`config.mk`:
```
export PLATFORM = sky130hd
export DESIGN_NAME = ssd_scan_arbiter
export DESIGN_NICKNAME = d
export VERILOG_FILES = /design/src/rtl/ssd_scan_arbiter.sv
export SDC_FILE = /design/constraint.sdc
export NUM_CORES = 1
export LEC_CHECK = 0
export CAP_MARGIN = 20
export CORE_ASPECT_RATIO = 0.5
export CORE_MARGIN = 1.5
export CORE_UTILIZATION = 40
export CTS_CLUSTER_DIAMETER = 150
export DETAILED_ROUTE_END_ITERATION = 12
export PLACE_DENSITY = 0.65
export SETUP_SLACK_MARGIN = 0.15
export SLEW_MARGIN = 5
export SYNTH_ARGS = -nofsm -noshare
export SYNTH_HDL_FRONTEND = slang
export SYNTH_SLANG_ARGS = --single-unit
```
`constraint.sdc`:
```
create_clock -name clk -period 2.7 [get_ports clk]
set_input_delay 0.405 -clock clk [delete_from_list [all_inputs] [get_ports clk]]
set_output_delay 0.405 -clock clk [all_outputs]
set_load 0.05 [all_outputs]
```
`src/rtl/ssd_scan_arbiter.sv`:
```
// ssd_scan_arbiter: shares the 8-digit seven-segment debug display between the
// UART frame monitor and the register viewer. Digits are time-multiplexed with
// a programmable slot length and a blanked lead-in per slot. Ownership changes
// only at scan-frame boundaries, and each frame is drawn from a 32-bit snapshot
// taken when that frame starts, so a frame never mixes sources or tears.
// Optional feature macro: SSD_SRC_MARK_EN (decimal point on digit 7 marks
// frames owned by the register viewer).
module ssd_scan_arbiter #(
  parameter int unsigned CLK_DIV      = 1000,
  parameter int unsigned BLANK_CYCLES = 8
) (
  input  logic        clk,
  input  logic        rst,
  input  logic        frame_req,
  input  logic [31:0] frame_data,
  input  logic        reg_req,
  input  logic [31:0] reg_data,
  output logic        grant_frame,
  output logic        grant_reg,
  output logic        frame_done,
  output logic [7:0]  pos,
  output logic [7:0]  segments
);

  localparam int unsigned PRESC_W = $clog2(CLK_DIV);
  localparam int unsigned DIGIT_W = 3;
  localparam int unsigned NIB_W   = 4;
  localparam int unsigned DATA_W  = 32;
  localparam int unsigned DISP_W  = 8;

  localparam logic [PRESC_W-1:0] PRESC_LAST = PRESC_W'(CLK_DIV - 1);
  localparam logic [PRESC_W-1:0] BLANK_END  = PRESC_W'(BLANK_CYCLES);
  localparam logic [DIGIT_W-1:0] DIGIT_LAST = DIGIT_W'(7);
  localparam logic [DISP_W-1:0]  DISP_OFF   = 8'hFF;

  typedef enum logic [1:0] {
    IDLE       = 2'd0,
    SCAN_FRAME = 2'd1,
    SCAN_REG   = 2'd2
  } state_t;

  state_t              state, state_n;
  logic [DIGIT_W-1:0]  digit, digit_n;
  logic [PRESC_W-1:0]  presc, presc_n;
  logic [DATA_W-1:0]   snap, snap_n;
  logic                last_reg, last_reg_n;

  logic                grant_frame_n, grant_reg_n, frame_done_n;
  logic [DISP_W-1:0]   pos_n, segments_n;

  logic                tick_c;
  logic                any_req_c;
  logic                pick_frame_c;
  logic [NIB_W-1:0]    nibble_c;

  // Active-low hex glyphs, dp off
  function automatic logic [DISP_W-1:0] decode(input logic [NIB_W-1:0] n);
    logic [DISP_W-1:0] s;
    case (n)
      4'h0: s = 8'hC0;
      4'h1: s = 8'hF9;
      4'h2: s = 8'hA4;
      4'h3: s = 8'hB0;
      4'h4: s = 8'h99;
      4'h5: s = 8'h92;
      4'h6: s = 8'h82;
      4'h7: s = 8'hF8;
      4'h8: s = 8'h80;
      4'h9: s = 8'h90;
      4'hA: s = 8'h88;
      4'hB: s = 8'h83;
      4'hC: s = 8'hC6;
      4'hD: s = 8'hA1;
      4'hE: s = 8'h86;
      default: s = 8'h8E;
    endcase
    return s;
  endfunction

  // Arbitration inputs and the nibble of the digit currently being scanned
  always_comb begin
    tick_c       = (presc == PRESC_LAST);
    any_req_c    = frame_req | reg_req;
    // Frame wins when alone, or on a tie when reg won last time
    pick_frame_c = frame_req & (~reg_req | last_reg);
    nibble_c     = snap[{digit, 2'b00} +: NIB_W];
  end

  // Next-state, datapath and registered-output values
  always_comb begin
    state_n      = state;
    digit_n      = digit;
    presc_n      = presc;
    snap_n       = snap;
    last_reg_n   = last_reg;
    frame_done_n = 1'b0;
    pos_n        = DISP_OFF;
    segments_n   = DISP_OFF;

    case (state)
      IDLE: begin
        if (any_req_c) begin
          state_n    = pick_frame_c ? SCAN_FRAME : SCAN_REG;
          snap_n     = pick_frame_c ? frame_data : reg_data;
          last_reg_n = ~pick_frame_c;
          digit_n    = '0;
          presc_n    = '0;
        end
      end

      default: begin
        // Drive the lit digit once the anti-ghost lead-in has elapsed
        if (presc >= BLANK_END) begin
          pos_n      = ~(8'h01 << digit);
          segments_n = decode(nibble_c);
`ifdef SSD_SRC_MARK_EN
          if (state == SCAN_REG && digit == DIGIT_LAST) begin
            segments_n[7] = 1'b0;
          end
`endif
        end

        if (tick_c) begin
          presc_n = '0;
          digit_n = DIGIT_W'(digit + 1'b1);
          if (digit == DIGIT_LAST) begin
            frame_done_n = 1'b1;
            if (any_req_c) begin
              state_n    = pick_frame_c ? SCAN_FRAME : SCAN_REG;
              snap_n     = pick_frame_c ? frame_data : reg_data;
              last_reg_n = ~pick_frame_c;
            end else begin
              state_n = IDLE;
            end
          end
        end else begin
          presc_n = PRESC_W'(presc + 1'b1);
        end
      end
    endcase

    // Grants follow the owner state on the same edge it changes
    grant_frame_n = (state_n == SCAN_FRAME);
    grant_reg_n   = (state_n == SCAN_REG);
  end

  // State register, scan counters, snapshot and registered outputs
  always_ff @(posedge clk) begin
    if (rst) begin
      state       <= IDLE;
      digit       <= '0;
      presc       <= '0;
      snap        <= '0;
      last_reg    <= 1'b1;
      grant_frame <= 1'b0;
      grant_reg   <= 1'b0;
      frame_done  <= 1'b0;
      pos         <= DISP_OFF;
      segments    <= DISP_OFF;
    end else begin
      state       <= state_n;
      digit       <= digit_n;
      presc       <= presc_n;
      snap        <= snap_n;
      last_reg    <= last_reg_n;
      grant_frame <= grant_frame_n;
      grant_reg   <= grant_reg_n;
      frame_done  <= frame_done_n;
      pos         <= pos_n;
      segments    <= segments_n;
    end
  end

endmodule

```
=== Word-level counts from Yosys, hierarchy flattened ===
Memories as Yosys holds them, arrays and structs flattened. A register that Yosys moved wholly into a read port is not among the register bits.
Cells that the tools add are included.

* Bits in registers: 67
* Memory bits (read-only): 112
* Output and inout port bits: 19
* Logic and storage cells: 58
* Memories kept: 1

* Add/subtract/negate cells: 2
* $lt $le $gt $ge: 1
* Equal/unequal tests: 5
* Shift operators: 2
* Muxes and demuxes: 22
* Bitwise operators: 8
* Reductions and logical operators: 7

{| class="wikitable"
|+ Memories
! memory !! words !! bits a word !! read ports !! clocked after Yosys merged registers in !! wr ports !! line !! text
|-
| (no name shown) || 16 || 7 || 1 || 1 || 0 || 59 || <nowiki>case (n)</nowiki>
|}

{| class="wikitable"
|+ Operators with widths
! cell !! number
|-
| 32-bit two-way mux || 5
|-
| 32-bit by 6-bit variable part select with 4-bit output || 1
|-
| 10-bit two-way mux || 3
|-
| 2-bit two-way mux || 6
|-
| 10-bit by 1-bit adder with 10-bit output (second input constant) || 1
|-
| 10-bit == test (second input constant) || 1
|-
| 10-bit by 4-bit >= comparator with 1-bit output (second input constant) || 1
|-
| 3-bit two-way mux || 3
|-
| 8-bit inverter || 1
|-
| 1-bit by 3-bit left shift with 8-bit output (first input constant) || 1
|-
| 3-bit OR reduction || 2
|-
| 1-bit two-way mux || 5
|-
| 1-bit inverter || 4
|-
| 2-bit AND reduction || 2
|-
| 2-bit nonzero test || 2
|-
| 3-bit by 1-bit adder with 3-bit output (second input constant) || 1
|-
| 3-bit == test (second input constant) || 1
|-
| 2-bit by 1-bit == test with 1-bit output (second input constant) || 1
|-
| 2-bit == test (second input constant) || 1
|-
| 2-bit zero test || 1
|-
| 2-bit != test (second input constant) || 1
|-
| 1-bit OR || 2
|-
| 1-bit bitwise AND || 1
|}

=== Longest topological paths before layout ===
Gate-level depths: netlist (run 1).

* Depth after elaboration: 9
* Depth in mapped cells: 8

=== Least setup slack after synthesis (run 1) ===
Ideal clock, no wire load.

* Kind: register -> register
* From: reg digit[1]
* To: reg segments[3]
* Setup time: 0.137 ns
* Arrival: 2.286 ns
* Data required time: 2.563 ns
* Setup slack: 0.277 ns
* Stages on the path, launching flop included: 9
* Cells stage by stage: dfxtp_1 > buf_2 > mux4_2 > mux2i_1 > inv_1 > ha_1 > and3_1 > a2111oi_2 > a31oi_1

* Cells in the longest elaborated chain, start to end: 1

{| class="wikitable"
|+ Ends and longest elaborated chain
! element !! line !! text
|-
| from (decl) || 43 || <nowiki>logic [DIGIT_W-1:0] digit, digit_n;</nowiki>
|-
| from (signal assigned) || 162 || <nowiki>digit <= digit_n;</nowiki>
|-
| 32-bit by 6-bit variable part select with 4-bit output || 86 || <nowiki>nibble_c = snap[{digit, 2'b00} +: NIB_W];</nowiki>
|-
| to (signal assigned) || 170 || <nowiki>segments <= segments_n;</nowiki>
|-
| to (decl) || 22 || <nowiki>output logic [7:0] segments</nowiki>
|}

No other way between the ends.
A chain may end at the register's enable or synchronous reset.

=== Worst setup path after layout (run 1) ===
* From: reg digit[0]
* To: reg snap[4]

* Cells in the longest elaborated chain, start to end: 3

{| class="wikitable"
|+ Ends and longest elaborated chain
! element !! line !! text
|-
| 3-bit == test || 126 || <nowiki>if (digit == DIGIT_LAST) begin</nowiki>
|-
| 2-bit nonzero test (no line) || -- ||
|-
| 2-bit AND reduction (no line) || -- ||
|-
| to (signal assigned) || 164 || <nowiki>snap <= snap_n;</nowiki>
|-
| to (decl) || 45 || <nowiki>logic [DATA_W-1:0] snap, snap_n;</nowiki>
|}

No other way between the ends.

==> results of run 1 <==
## final cells by class
class | count | area share
Clock buffer | 14 | 0.0585
Clock inverter | 2 | 0.00214
Inverter | 11 | 0.00882
Multi-Input combinational cell | 243 | 0.415
Sequential cell | 66 | 0.282
Tap cell | 112 | 0.0299
Timing Repair Buffer | 96 | 0.204
## worst max-delay path: stages, from the launching register on
cell and delay, ps:
dfxtp_1 480, buf_4 260, ha_1 190, ha_1 270, nand4_4 200, a21oi_4 220
buf_12 300, nor2_1 80, a211oi_1 220
## cells by family after synthesis
| family | count (synthesis) | synth area share |
|---|---|---|
| multiplexers | 48 | 0.163 |
| AO/OA/AOI/OAI | 81 | 0.211 |
| adder cells (fa/ha/maj) | 13 | 0.0470 |
| flip-flops | 66 | 0.382 |
| buffers and inverters | 37 | 0.0578 |
| other | 1 | 0.00108 |
| AND/OR/NAND/NOR | 100 | 0.138 |
## placed cells by master, fill, tap and decap left out, types with 2 or more instances in the layout
master and count:
clkdlybuf4s50_1 84, dfxtp_1 66, nor2_1 45, mux2i_1 41
a211oi_2 28, nand2_1 19, a21oi_1 14, ha_1 13
inv_1 11, clkbuf_16 9, buf_4 9, a211oi_1 7
o21ai_0 7, nand3_1 7, nor3_1 6, a311oi_1 6
mux4_2 4, nor3b_1 4, a31oi_1 4, and3_1 4
o221ai_1 3, nand2b_1 3, clkbuf_8 3, mux4_1 2
nor2b_1 2, nand4_1 2, a22oi_1 2, clkinv_2 2
clkbuf_1 2, buf_12 2
## stage by stage
| step | utilization | power (mW) | setup WS (ps) | instances |
|---|---|---|---|---|
| after floorplan | - | 1.45 | 277 | 346 |
| after global placement | 0.536 | 1.62 | 440 | 528 |
| after detailed placement | 0.536 | 1.64 | 369 | 528 |
| after CTS | 0.571 | 2.75 | 359 | 544 |
| after global routing | 0.571 | 2.84 | 194 | 544 |
| final | 0.571 | 2.72 | 356 | 544 |
## routing by layer
| metal | GRT usage | vias to the layer above | wire (um) |
|---|---|---|---|
| met5 | 0 | - | 0 |
| met4 | 0.0484 | 0 | 28 |
| met3 | 0.0563 | 2 | 455 |
| met2 | 0.326 | 66 | 4010 |
| met1 | 0.242 | 1339 | 3720 |
| li1 | - | 1425 | - |
## worst min path at each step
| stage | start | end | slack [ps] | cells after the start |
|---|---|---|---|---|
| finish | rst | presc[2] | 450 | 2 |
| detailed placement | state[0] | grant_reg | 480 | 1 |
| floorplan | state[0] | grant_reg | 440 | 1 |
| global placement | state[0] | grant_reg | 460 | 1 |
| global route | rst | presc[2] | 470 | 2 |
| CTS | rst | presc[2] | 450 | 2 |
## synth_stat cells, types with 2 or more instances
cell      instances  share of area
dfxtp_1          66           0.38
nor2_1           45          0.049
mux2i_1          41           0.12
a211oi_2         28           0.10
nand2_1          20          0.022
a21oi_1          14          0.020
ha_1             13          0.047
inv_1            11          0.012
clkbuf_1          9         0.0098
a211oi_1          7          0.015
buf_4             7          0.015
nand3_1           7          0.010
o21ai_0           7          0.010
a311oi_1          6          0.015
nor3_1            6         0.0087
a31oi_1           4         0.0072
and3_1            4         0.0072
buf_2             4         0.0058
buf_6             4          0.013
mux4_2            4          0.026
nor3b_1           4         0.0087
nand2b_1          3         0.0054
o221ai_1          3         0.0076
a22oi_1           2         0.0043
buf_1             2         0.0022
mux4_1            2          0.015
nand4_1           2         0.0036
nor2b_1           2         0.0036
## where the power goes
group	total, mW	switching (mW)	internal [mW]	leakage (nW)
clock network	1.10	0.404	0.693	0.143
logic	0.530	0.269	0.260	1.18
registers	1.09	0.0440	1.05	0.542
==> metrics, run 1 <==
CTS tree yes; root buf cell clkbuf_16; die height 68.8 um; slew of the pin with the lowest slew margin 528 ps; fmax 427 MHz; Rows 23; via density per instance 5.21; H-tree Lvls 3; core area 8200 sq um; final WL 8.21 mm; I/O Pins 87; synthesized area 3460 sq um; grt total ovfl 0; CTS Sinks 66; Mapped Avg Cell Area 10.0 sq um; Reg-to-Reg Start digit[0]; Max-cap violations 0; setup TNS 0 ps; number of flip-flops in the largest register 32; crit start category flop; total CTS buffers 9; Async S/R FF share, synth 0; Area Overhead vs Synth 35.3%; sequential cell area 1320 sq um; DRT antenna net count 0; clock latency on the worst-skew pair 330 ps; worst path arrival time 2590 ps; post-CTS resize count 0; Tmin final 2340 ps; WP data required 2940 ps; Seq cells post-synth 66; worst rel slew slack 0.647; Syn Inst Count 346; peak supply drop 0.321 mV; Worst Hold Class input pin to flop; DIE WIDTH 135 um; Detailed Route Iter0 Violations 141; Slew Viols, Final 0; Initial Util 0.422; GR Util All Layers 0.191; share of cells above drive strength 1 0.153; R2R setup slack 360 ps; routability cong. 0.871; Synth Flop Type dfxtp_1; critical path endpoint category flop; # setup viols final 0; Port Buf Inserts 85; setup bufs post-CTS 0; initial antenna violation count 0; PwrDens 580 nW/um^2; leading registers by flop count snap (32), presc (10), pos (8); Crit Path Class flop to flop; reg2reg end snap[4]; mean routed wirelength per cell 15.1 um; most flop-heavy register snap; leakage 1.86 nW; Synth warnings 0; number of distinct library cells after synthesis 47; Final Hold Fails 0; cell area after layout 4680 sq um; ant diodes 0; EDFF count, synth 0; register area share after synthesis 0.382; crit path max fanout 64; Critical Path Source digit[0]; final net count 508; status completed; Remaining DRCs 0; Worst Setup EP snap[4]; Period Utilization, post-route 0.868; largest net degree at the start of global routing 65; Clk pin slew, worst setup/hold paths 50 ps; R2R depth 8; worst-case clock buffer depth 2; Fin Clk Skew 6.64 ps; syn nets 427; # fillers 732; CTS Hold Bufs 0; number of global-route vias before repair 2749; via count 2832; global-route wire length before repair 13.5 mm; First-pass DRT Iterations 4; RSZ-0062 raised after global routing no; Die Area 9250 sq um; placed inst area 4400 sq um; worst hold slack 454 ps; multi-input logic area 1940 sq um; post-DP HPWL 6.16 mm
(Power assumes the default switching activity.)
==> inputs of run 2 (changes only) <==
Settings changed: CELL_PAD_IN_SITES_DETAIL_PLACEMENT set to 1, CELL_PAD_IN_SITES_GLOBAL_PLACEMENT set to 1, CORE_UTILIZATION 40 to 37, GPL_TIMING_DRIVEN set to 0, PLACE_DENSITY 0.65 to 0.78.
==> run 2 against run 1 <==
Compared with the run above:
- the run now ends with DRC left
- critical path depth did not move
- utilization fell by 2.6 points
- first-iteration DRC count is 19% higher
- clock-buffer cell count shrank 2
- critical endpoint is now segments[3]
- largest cell class unchanged
==> metrics, run 2 (synthesized netlist as in run 1, its figures left out) <==
PwrDens 593 nW/um^2 (was 580 nW/um^2); total CTS buffers 9 (unchanged); mean routed wirelength per cell 17.9 um (was 15.1 um); Port Buf Inserts 84 (was 85); ant diodes 0 (unchanged); most flop-heavy register snap (unchanged); cell area after layout 4840 sq um (was 4680 sq um); fmax 406 MHz (was 427 MHz); Finished Layout Cells 570 (was 544); Remaining DRCs 6 (was 0); slew of the pin with the lowest slew margin 780 ps (was 528 ps); DRT antenna net count 0 (unchanged); Die Area 9980 sq um (was 9250 sq um); peak supply drop 0.322 mV (was 0.321 mV); Clk pin slew, worst setup/hold paths 60 ps (was 50 ps); Slew Viols, Final 0 (unchanged); status finished with violations (was completed); Period Utilization, post-route 0.913 (was 0.868); I/O Pins 87 (unchanged); Max-cap violations 0 (unchanged); First-pass DRT Iterations 9 (was 4); placed cell count 547 (was 528); global-route wire length before repair 16.2 mm (was 13.5 mm); final WL 10.2 mm (was 8.21 mm); initial antenna violation count 0 (unchanged); worst path arrival time 2670 ps (was 2590 ps); Detailed Route Iter0 Violations 168 (was 141); post-DP HPWL 7.49 mm (was 6.16 mm); leakage 1.91 nW (was 1.86 nW); Tmin final 2460 ps (was 2340 ps); Final Hold Fails 0 (unchanged); worst-case clock buffer depth 2 (unchanged); placed inst area 4450 sq um (was 4400 sq um); Final WS setup 235 ps (was 356 ps); Worst Hold Class flop to flop (was input pin to flop); leading registers by flop count snap (32), presc (10), pos (8) (unchanged); R2R depth 8 (unchanged); clock latency on the worst-skew pair 340 ps (was 330 ps); commonest non-fill, non-tap cell in the layout clkdlybuf4s50_1 (unchanged); failing checks DRC; share of cells above drive strength 1 0.177 (was 0.153); # fillers 988 (was 732); die height 71.4 um (was 68.8 um); largest net degree at the start of global routing 12 (was 65); Crit Path Class flop to flop (unchanged); Fin Clk Skew 6.10 ps (was 6.64 ps); via density per instance 5.34 (was 5.21); RSZ-0062 raised after global routing no (unchanged); number of global-route vias before repair 3234 (was 2749); crit start category flop (unchanged); H-tree Lvls 3 (unchanged); DIE WIDTH 140 um (was 135 um); via count 3044 (was 2832); grt total ovfl 0 (unchanged); DP Worst Slack -219 ps (was 369 ps); Rows 24 (was 23); WP data required 2900 ps (was 2940 ps); root buf cell clkbuf_16 (unchanged); worst hold slack 471 ps (was 454 ps); CTS tree yes (unchanged); CTS Sinks 66 (unchanged); Area Overhead vs Synth 39.9% (was 35.3%); core area 8890 sq um (was 8200 sq um); worst rel slew slack 0.480 (was 0.647); total power draw 2.87 mW (was 2.72 mW); most frequent cells in the layout clkdlybuf4s50_1 (84), dfxtp_1 (64), nor2_1 (45) (was clkdlybuf4s50_1 (84), dfxtp_1 (66), nor2_1 (45)); routability cong. 0.845 (was 0.871); number of flip-flops in the largest register 32 (unchanged); critical path endpoint category flop (unchanged); crit path max fanout 10 (was 64); GR Util All Layers 0.211 (was 0.191); CTS Hold Bufs 0 (unchanged); final net count 529 (was 508); # setup viols final 0 (unchanged); Worst Hold Path Cells 1 (was 2); Initial Util 0.389 (was 0.422)
==> run 2: cell count changes in the layout (fill, tap and decap cells not counted), sizes merged <==
cell / delta
clkinvlp: +2
clkbuf: +7
bufinv: +1
clkinv: -1
buf: +12
==> run 2: layout make-up <==
cell class | count | area [sq um] | share of cell area
plain buffers | 26 | 165 | 0.0341
clock buffers | 12 | 256 | 0.0530
clock inverters | 4 | 50.0 | 0.0103
inverters | 11 | 41.3 | 0.00852
multi-input cells | 243 | 1960 | 0.406
flip-flops and latches | 66 | 1330 | 0.274
well taps | 117 | 146 | 0.0302
repair buffers | 91 | 893 | 0.184
==> run 2: through the flow <==
stage                     TNS (ps)  utilization
after floorplan                  0            -
after global placement        -148        0.500
after detailed placement      -219        0.500
after CTS                        0        0.538
after global routing             0        0.545
final                            0        0.545
==> run 2: worst max-delay path: stages (launching register included) <==
cell and delay [ps]:
dfxtp_4 410, buf_6 180, mux4_2 540, mux2i_4 250
inv_1 120, ha_1 260, and3_1 170, a2111oi_2 330
a31oi_1 70
==> run 2: layer usage <==
metal / vias up / part of all wire / global-route usage
li1: 1469 / - / -
met1: 1503 / 0.44 / 0.250
met2: 60 / 0.51 / 0.384
met3: 12 / 0.036 / 0.0521
met4: 0 / 0.012 / 0.0620
met5: - / 0 / 0
==> run 2: what timing repair did <==
| action | CTS | global route |
|---|---|---|
| resized for setup | 7 | 2 |
| setup buffers | 0 | 7 |
| endpoints found under the setup margin | 6 | 1 |
| gates cloned | 0 | 0 |
==> run 2: final timing paths <==
path / from / endpoint / slack [ps]
max: digit[0] / segments[3] / 240
min: state[0] / grant_reg / 470
max reg2reg: digit[0] / segments[3] / 240
min reg2reg: state[0] / grant_reg / 470
==> run 2: power by group <==
part           switching (mW)  internal [mW]
sequential             0.0433           1.04
clock                   0.432          0.763
combinational           0.305          0.283
total                   0.781           2.09
